===== config.mk =====
export PLATFORM = sky130hd
export DESIGN_NAME = jt51_kon_wr_flat
export DESIGN_NICKNAME = d
export VERILOG_FILES = /design/src/rtl/jt51_kon_wr_pkg.sv /design/src/rtl/jt51_kon_wr_if.sv /design/src/rtl/jt51_kon_fifo.sv /design/src/rtl/jt51_kon_wr.sv /design/src/flat_wrapper.sv
export SDC_FILE = /design/constraint.sdc
export NUM_CORES = 1
export LEC_CHECK = 0
export ABC_AREA = 0
export BUFFER_PORTS_ARGS = -buffer_cell sky130_fd_sc_hd__buf_2
export CAP_MARGIN = 0
export CORE_ASPECT_RATIO = 1.5
export CORE_MARGIN = 4
export CORE_UTILIZATION = 50
export DETAILED_ROUTE_END_ITERATION = 8
export GPL_TIMING_DRIVEN = 0
export PLACE_DENSITY = 0.71
export SETUP_SLACK_MARGIN = 0.2
export SLEW_MARGIN = 20
export SYNTH_ARGS = -nofsm -noshare
export SYNTH_HDL_FRONTEND = slang
export SYNTH_SLANG_ARGS = --single-unit

===== constraint.sdc =====
create_clock -name clk -period 2 [get_ports clk]
set_input_delay 0.5 -clock clk [delete_from_list [all_inputs] [get_ports clk]]
set_output_delay 0.5 -clock clk [all_outputs]
set_load 0.02 [all_outputs]

===== src/rtl/jt51_kon_wr_pkg.sv =====
// rtl/jt51_kon_wr_pkg.sv - shared constants and types for the jt51 key-on write path
//
// Purpose: the key-on register address, the default hold length, FIFO
// geometry, the FSM state type and the {op,ch} entry layout. These are
// shared by jt51_kon_wr, jt51_kon_fifo and the testbench.
package jt51_kon_wr_pkg;

  // CPU-side register that carries key-on/key-off commands
  localparam logic [7:0] KON_REG_ADDR    = 8'h08;
  // One full 32-slot operator sweep
  localparam int         KON_HOLD_CYCLES = 32;
  localparam int         KON_FIFO_DEPTH  = 4;
  localparam int         KON_ENTRY_W     = 7;

  typedef enum logic {
    KON_IDLE = 1'b0,
    KON_HOLD = 1'b1
  } kon_state_t;

  // Packed so that {op,ch} lines up with din[6:0]
  typedef struct packed {
    logic [3:0] op;
    logic [2:0] ch;
  } kon_entry_t;

  // din[7] is not part of the command
  function automatic kon_entry_t kon_decode(input logic [7:0] d);
    return kon_entry_t'(d[6:0]);
  endfunction

endpackage


===== src/rtl/jt51_kon_wr_if.sv =====
// rtl/jt51_kon_wr_if.sv - CPU write bus into the key-on write path
//
// Purpose: groups the CPU bus strobe, address/data select and data byte.
// Signals: write (one-cycle strobe), a0 (0 = address, 1 = data), din[7:0].
// Modports: master drives the bus, slave (jt51_kon_wr) receives it.
interface jt51_kon_wr_if;
  logic       write;
  logic       a0;
  logic [7:0] din;

  modport master (output write, output a0, output din);
  modport slave  (input  write, input  a0, input  din);
endinterface


===== src/rtl/jt51_kon_fifo.sv =====
// rtl/jt51_kon_fifo.sv - small show-ahead FIFO for pending key-on entries
//
// Purpose: in-order queue of key-on entries; dout always presents the
// oldest entry while empty is low.
// Ports: clk, rst (async, active high), push/din, pop/dout, full, empty.
// A push while full and a pop while empty are ignored; push and pop in the
// same cycle are both honoured when the FIFO is not full.
module jt51_kon_fifo #(
  parameter int DEPTH = 4,
  parameter int WIDTH = 7
) (
  input  logic             clk,
  input  logic             rst,
  input  logic             push,
  input  logic [WIDTH-1:0] din,
  input  logic             pop,
  output logic [WIDTH-1:0] dout,
  output logic             full,
  output logic             empty
);

  localparam int AW = (DEPTH > 1) ? $clog2(DEPTH) : 1;
  localparam int CW = $clog2(DEPTH + 1);
  localparam logic [AW-1:0] LAST = AW'(DEPTH - 1);

  logic [WIDTH-1:0] mem [DEPTH];
  logic [AW-1:0]    wr_ptr, rd_ptr;
  logic [CW-1:0]    count;
  logic             do_push, do_pop;

  assign full    = (count == CW'(DEPTH));
  assign empty   = (count == '0);
  assign do_push = push & ~full;
  assign do_pop  = pop & ~empty;
  assign dout    = mem[rd_ptr];

  // Storage needs no reset: nothing reads it while empty
  always_ff @(posedge clk) begin
    if (do_push) mem[wr_ptr] <= din;
  end

  always_ff @(posedge clk or posedge rst) begin
    if (rst) begin
      wr_ptr <= '0;
      rd_ptr <= '0;
      count  <= '0;
    end else begin
      if (do_push) wr_ptr <= (wr_ptr == LAST) ? '0 : wr_ptr + 1'b1;
      if (do_pop)  rd_ptr <= (rd_ptr == LAST) ? '0 : rd_ptr + 1'b1;
      case ({do_push, do_pop})
        2'b10:   count <= count + 1'b1;
        2'b01:   count <= count - 1'b1;
        default: count <= count;
      endcase
    end
  end

endmodule


===== src/rtl/jt51_kon_wr.sv =====
// rtl/jt51_kon_wr.sv - CPU key-on register write path feeding the key-on tracker
//
// Purpose: decodes CPU writes to the key-on register and turns each accepted
// write into an update that holds keyon_ch/keyon_op with up_keyon high for
// HOLD_CYCLES clocks (one operator sweep), separated by at least one low cycle.
// Ports:
//   clk, rst       - clock, asynchronous active-high reset
//   cpu (slave)    - write / a0 / din CPU bus
//   keyon_op[3:0]  - operator mask (bit0 M1, bit1 C1, bit2 M2, bit3 C2)
//   keyon_ch[2:0]  - target channel
//   up_keyon       - update request, high while holding
//   busy           - a key-on write now would be dropped
//   kon_lost       - one-cycle pulse after a dropped key-on write
// Build option: JT51_KON_FIFO_EN queues up to 4 writes in jt51_kon_fifo;
// without it a single pending entry is kept and busy covers the whole hold.
module jt51_kon_wr
  import jt51_kon_wr_pkg::*;
#(
  parameter int HOLD_CYCLES = KON_HOLD_CYCLES
) (
  input  logic               clk,
  input  logic               rst,
  jt51_kon_wr_if.slave       cpu,
  output logic [3:0]         keyon_op,
  output logic [2:0]         keyon_ch,
  output logic               up_keyon,
  output logic               busy,
  output logic               kon_lost
);

  localparam logic [4:0] HOLD_LOAD = 5'(HOLD_CYCLES - 1);

  kon_state_t state, next_state;
  logic [7:0] addr;
  logic [4:0] cnt;
  logic       kon_wr, push, pop, avail;
  kon_entry_t wr_entry, head;

  // Decoded against the address latched by an earlier access
  assign kon_wr   = cpu.write & cpu.a0 & (addr == KON_REG_ADDR);
  assign wr_entry = kon_decode(cpu.din);
  assign push     = kon_wr & ~busy;

`ifdef JT51_KON_FIFO_EN
  logic fifo_full, fifo_empty;

  jt51_kon_fifo #(
    .DEPTH (KON_FIFO_DEPTH),
    .WIDTH (KON_ENTRY_W)
  ) u_fifo (
    .clk   (clk),
    .rst   (rst),
    .push  (push),
    .din   (wr_entry),
    .pop   (pop),
    .dout  (head),
    .full  (fifo_full),
    .empty (fifo_empty)
  );

  assign avail = ~fifo_empty;
  assign busy  = fifo_full;
`else
  logic       pend_valid;
  kon_entry_t pend;

  always_ff @(posedge clk or posedge rst) begin
    if (rst) begin
      pend_valid <= 1'b0;
      pend       <= '0;
    end else if (push) begin
      pend_valid <= 1'b1;
      pend       <= wr_entry;
    end else if (pop) begin
      pend_valid <= 1'b0;
    end
  end

  assign avail = pend_valid;
  assign head  = pend;
  // One slot only: refuse while it is occupied or being played out
  assign busy  = (state == KON_HOLD) | pend_valid;
`endif

  // State register
  always_ff @(posedge clk or posedge rst) begin
    if (rst) state <= KON_IDLE;
    else     state <= next_state;
  end

  // Next state: HOLD is only entered from IDLE, which guarantees the low gap
  always_comb begin
    next_state = state;
    case (state)
      KON_IDLE: if (avail)      next_state = KON_HOLD;
      KON_HOLD: if (cnt == '0)  next_state = KON_IDLE;
      default:                  next_state = KON_IDLE;
    endcase
  end

  // Outputs: up_keyon straight from state so reset drops it at once
  always_comb begin
    up_keyon = (state == KON_HOLD);
    pop      = (state == KON_IDLE) & avail;
  end

  // Datapath: address latch, hold counter, latched command, loss pulse
  always_ff @(posedge clk or posedge rst) begin
    if (rst) begin
      addr     <= '0;
      cnt      <= '0;
      keyon_op <= '0;
      keyon_ch <= '0;
      kon_lost <= 1'b0;
    end else begin
      kon_lost <= kon_wr & busy;
      if (cpu.write & ~cpu.a0) addr <= cpu.din;
      if (pop) begin
        keyon_ch <= head.ch;
        keyon_op <= head.op;
        cnt      <= HOLD_LOAD;
      end else if ((state == KON_HOLD) && (cnt != '0)) begin
        cnt <= cnt - 1'b1;
      end
    end
  end

endmodule


===== src/flat_wrapper.sv =====
// flat-port wrapper written by rule: the top's interface ports become plain ports
module jt51_kon_wr_flat import jt51_kon_wr_pkg::*;
#(
  parameter int HOLD_CYCLES = KON_HOLD_CYCLES
)
  (clk, rst, keyon_op, keyon_ch, up_keyon, busy, kon_lost, cpu_write, cpu_a0, cpu_din);
  jt51_kon_wr_if cpu_i ();
  input  logic clk;
  input  logic rst;
  output logic [3:0] keyon_op;
  output logic [2:0] keyon_ch;
  output logic up_keyon;
  output logic busy;
  output logic kon_lost;
  input wire logic [$bits(cpu_i.write)-1:0] cpu_write;
  input wire logic [$bits(cpu_i.a0)-1:0] cpu_a0;
  input wire logic [$bits(cpu_i.din)-1:0] cpu_din;
  assign cpu_i.write = cpu_write;
  assign cpu_i.a0 = cpu_a0;
  assign cpu_i.din = cpu_din;
  jt51_kon_wr #(.HOLD_CYCLES(HOLD_CYCLES)) u_core (.clk(clk), .rst(rst), .cpu(cpu_i), .keyon_op(keyon_op), .keyon_ch(keyon_ch), .up_keyon(up_keyon), .busy(busy), .kon_lost(kon_lost));
endmodule

* After elaboration in Yosys (flattened, before gate mapping) *
Cells that the tools add are included.

operators by class
  reductions and logical operators = 5
  add/subtract/negate cells = 1
  mux-type cells = 7
  bitwise operators = 10
  equality and inequality tests = 1

operators with widths
  cell                                               number
  2-to-1 mux 5 bit                                   2
  == test 8 x 4 -> 1 bit (second input constant)     1
  bitwise AND 1 bit                                  6
  logical NOT 5 bit                                  1
  nonzero test 5 bit                                 1
  subtractor 5 x 1 -> 5 bit (second input constant)  1
  2-to-1 mux 1 bit                                   4
  nonzero test 2 bit                                 2
  inverter 1 bit                                     3
  one-hot mux 1 bit (2 select lines)                 1
  logical AND 1 bit                                  1
  OR 1 bit                                           1

storage, ports and cells
  word-level logic and storage cells = 33
  bits of input ports = 12
  register bits = 30

* Logic depth before layout (Yosys ltp) *
  depth in word-level cells = 4
  mapped depth = 5

* Least setup slack after synthesis *
OpenSTA, ideal clock, no wires.

  kind = register to output
  from = reg u_core.state (netlist: u_core.up_keyon)
  to = out busy
  cell stages (with the launch flop) = 4
  required time = 1.500 ns
  path buffers = 1
  arrival = 1.012 ns
  path slack = 0.488 ns
  cell sequence = dfrtp_1 > buf_4 > nor2_1 > inv_1

on the way
  cells in the longest elaborated chain, start to end = 1

ends and longest elaborated chain
  what                      RTL line            RTL
  start: declaration        jt51_kon_wr.sv:33   kon_state_t state, next_state;
  start signal: assignment  jt51_kon_wr.sv:88   else state <= next_state;
  OR 1 bit                  jt51_kon_wr.sv:82   assign busy = (state == KON_HOLD) | pend_valid;
  end: declaration          flat_wrapper.sv:13  output logic busy;

Every way passes these cells.

* Final worst setup path *
Ends and elaborated chain as after synthesis.

==> flow_summary.json <==
{
  "drc": 0,
  "cp-start-kind": "register",
  "period_share_pct": 85.8,
  "cts_sinks": 30,
  "start_util_pct": 51.8,
  "nets": 131,
  "grt_first_pass_wirelength_um": 3610,
  "ant_nets": 0,
  "end_kind": "output port",
  "fin_crit_ns": 1.72,
  "vias": 767,
  "drtPass1Iterations": 3,
  "finalPower_uw": 1220,
  "gp_congestion": 0.699,
  "die_h_um": 69.3,
  "relSlewSlack_pct": 59.2,
  "dieArea_mm2": 0.00339,
  "antenna_found_initial": 0,
  "rsz0062_at_grt": "no",
  "yosysSeqAreaShare_pct": 59.9,
  "synth_commonest_cells": "dfrtp_1, mux2_2, nor2_1",
  "core_mm2": 0.00242,
  "final_cells": 143,
  "worstPathMaxFanout": 10,
  "yosysTopAreaCellShare_pct": 59.9,
  "finalHoldViolations": 0,
  "yosys.area_share.simple_pct": 11.5,
  "synth-adder-area-share_pct": 0.998,
  "cts_tree": "yes",
  "grt_usage_pct": 14.3,
  "syn_area_mm2": 0.00125,
  "synthArstFlopShare_pct": 100,
  "setup_viol": 0,
  "drv_slew": 0,
  "leakage_uw": 0.000784,
  "syn_inst": 89,
  "clockBufferDepth": 2,
  "r2r_cells": 5,
  "wl_per_cell_um": 14.6,
  "clkTransAtPathRegs_ns": 0.10,
  "syn_nets": 102,
  "syn_area_per_cell_um2": 14.1,
  "crit_type": "register to output port",
  "avgViaCountPerCell": 5.36,
  "status": "finished clean",
  "fin_skew_ns": 0.0149,
  "yosysWarnings": 0,
  "ys_ff_latch": 30,
  "routed_wl_um": 2090,
  "synth-xor-area-share_pct": 0,
  "synth_compound_area_share_pct": 4.59,
  "synth.most_common_cell": "dfrtp_1",
  "place_inst": 134,
  "netlist_top_cells_area": "dfrtp_1, mux2_2, nor4b_4",
  "hp-class": "input port to asynchronous set/reset pin",
  "worst_pin_slew_ns": 0.611,
  "synth.largest_area_cell": "dfrtp_1",
  "ir_worst_vdd_mv": 0.784,
  "grt_max_degree": 31,
  "numCtsBuffers": 5,
  "synthMuxAreaShare_pct": 20.6,
  "ios": 22,
  "numPortBuffers": 21,
  "cp.arrival_ns": 1.22,
  "area_growth_pct": 18.2,
  "cts-root-buf": "clkbuf_4",
  "drt-initial-drc-count": 10,
  "p_per_area_mw_per_mm2": 825,
  "grt_pass1_vias": 791,
  "synth_edf_count": 0,
  "dieWidth_um": 48.9,
  "diodes": 0,
  "cts_max_level": 2,
  "overflow": 0,
  "hpwlAfterDp_um": 1500,
  "fmax_ghz": 0.582,
  "drive_gt1_share_pct": 51.3,
  "core.rowCount": 22,
  "finalSetupTns_ns": 0,
  "maxCapViolCount": 0,
  "synth_top_family_by_area": "multiplexers",
  "synth_cell_types": 24,
  "critical_path_required_ns": 1.50,
  "clock_latency_ns": 0.33,
  "synthFlopType": "dfrtp_1"
}
## placed cells by master, fill, tap and decap left out, drive strengths merged, types with 2 or more instances in the layout
| cell type | Yosys | final |
|---|---|---|
| nor2 | 6 | 6 |
| clkinv | 0 | 2 |
| a31oi | 2 | 2 |
| clkbuf | 1 | 6 |
| mux2 | 22 | 22 |
| a21oi | 2 | 2 |
| buf | 2 | 24 |
| dfrtp | 30 | 30 |
| nor2b | 2 | 2 |
| inv | 4 | 4 |
| nand2b | 2 | 2 |
| nand2 | 4 | 4 |
## timing repair
action                     4_1_cts  5_1_grt
setup endpoints to repair        1        1
cloned                           0        0
hold buffers                     0        0
pin swaps                        0        1
resized for setup                2        0
buffers inserted                 0        1
## path summary, 6_finish.rpt
check | startpoint | slack [ns] | to
setup / recovery | u_core.up_keyon | 0.28 | busy
hold / removal | rst | 0.23 | u_core.keyon_op[3]
setup reg to reg | u_core.cnt[0] | 0.40 | u_core.cnt[0]
hold reg to reg | u_core.addr[7] | 0.51 | u_core.addr[7]
max in group asynchronous | rst | 1.36 | u_core.addr[0]
min in group clk | cpu_din[2] | 0.41 | u_core.head[2]
## area by class of cell
| class | instances | area (um2) |
|---|---|---|
| inverter | 4 | 15.0 |
| clock buffer | 5 | 37.5 |
| buffer | 3 | 16.3 |
| sequential | 30 | 751 |
| timing repair buffer | 22 | 113 |
| multi-input combinational | 52 | 479 |
| clock inverter | 3 | 40.0 |
| fill | 215 | 941 |
| tap | 24 | 30.0 |
## power breakdown
| part | internal (uW) | switching [uW] | total [uW] |
|---|---|---|---|
| logic | 53.6 | 46.0 | 99.6 |
| registers | 638 | 23.8 | 662 |
| clock network | 259 | 202 | 461 |
| total | 951 | 272 | 1220 |
## flip-flops by register name (all words and copies together) (netlist names)
signal / flops
u_core.addr: 8
u_core.head: 7
u_core.cnt: 5
u_core.keyon_op: 4
u_core.keyon_ch: 3
u_core.avail: 1
u_core.kon_lost: 1
u_core.up_keyon: 1
## worst max-delay path: stages, from the launching register on
cell and delay [ns]:
dfrtp_1 0.38, buf_4 0.17, nor2_4 0.14, inv_1 0.05, buf_2 0.15
## kinds of logic (layout without fill, tap and decap cells)
kind of cell,count (synthesis),in the layout
AO/OA/AOI/OAI,8,8
adder cells (fa/ha/maj),1,1
buffers and inverters,7,37
flip-flops,30,30
multiplexers,23,23
AND/OR/NAND/NOR,20,20
## metal layers
layer	vias to the layer above	GRT usage, %	routed length, um
li1	374	-	-
met5	-	0	0
met3	4	5.59	109
met4	0	8.98	65
met2	14	22.5	1120
met1	375	15.7	796
## stage by stage
step	hold WS (ns)	util, %	worst slack [ns]	area, um2
2_1_floorplan	0.473	-	0.488	1250
3_3_place_gp	0.481	57.3	0.436	1390
3_5_place_dp	0.487	57.3	0.420	1390
4_1_cts	0.394	60.8	0.259	1470
5_1_grt	0.258	61.2	0.196	1480
6_report	0.227	61.2	0.283	1480
Power figures use the tool's default switching activity.
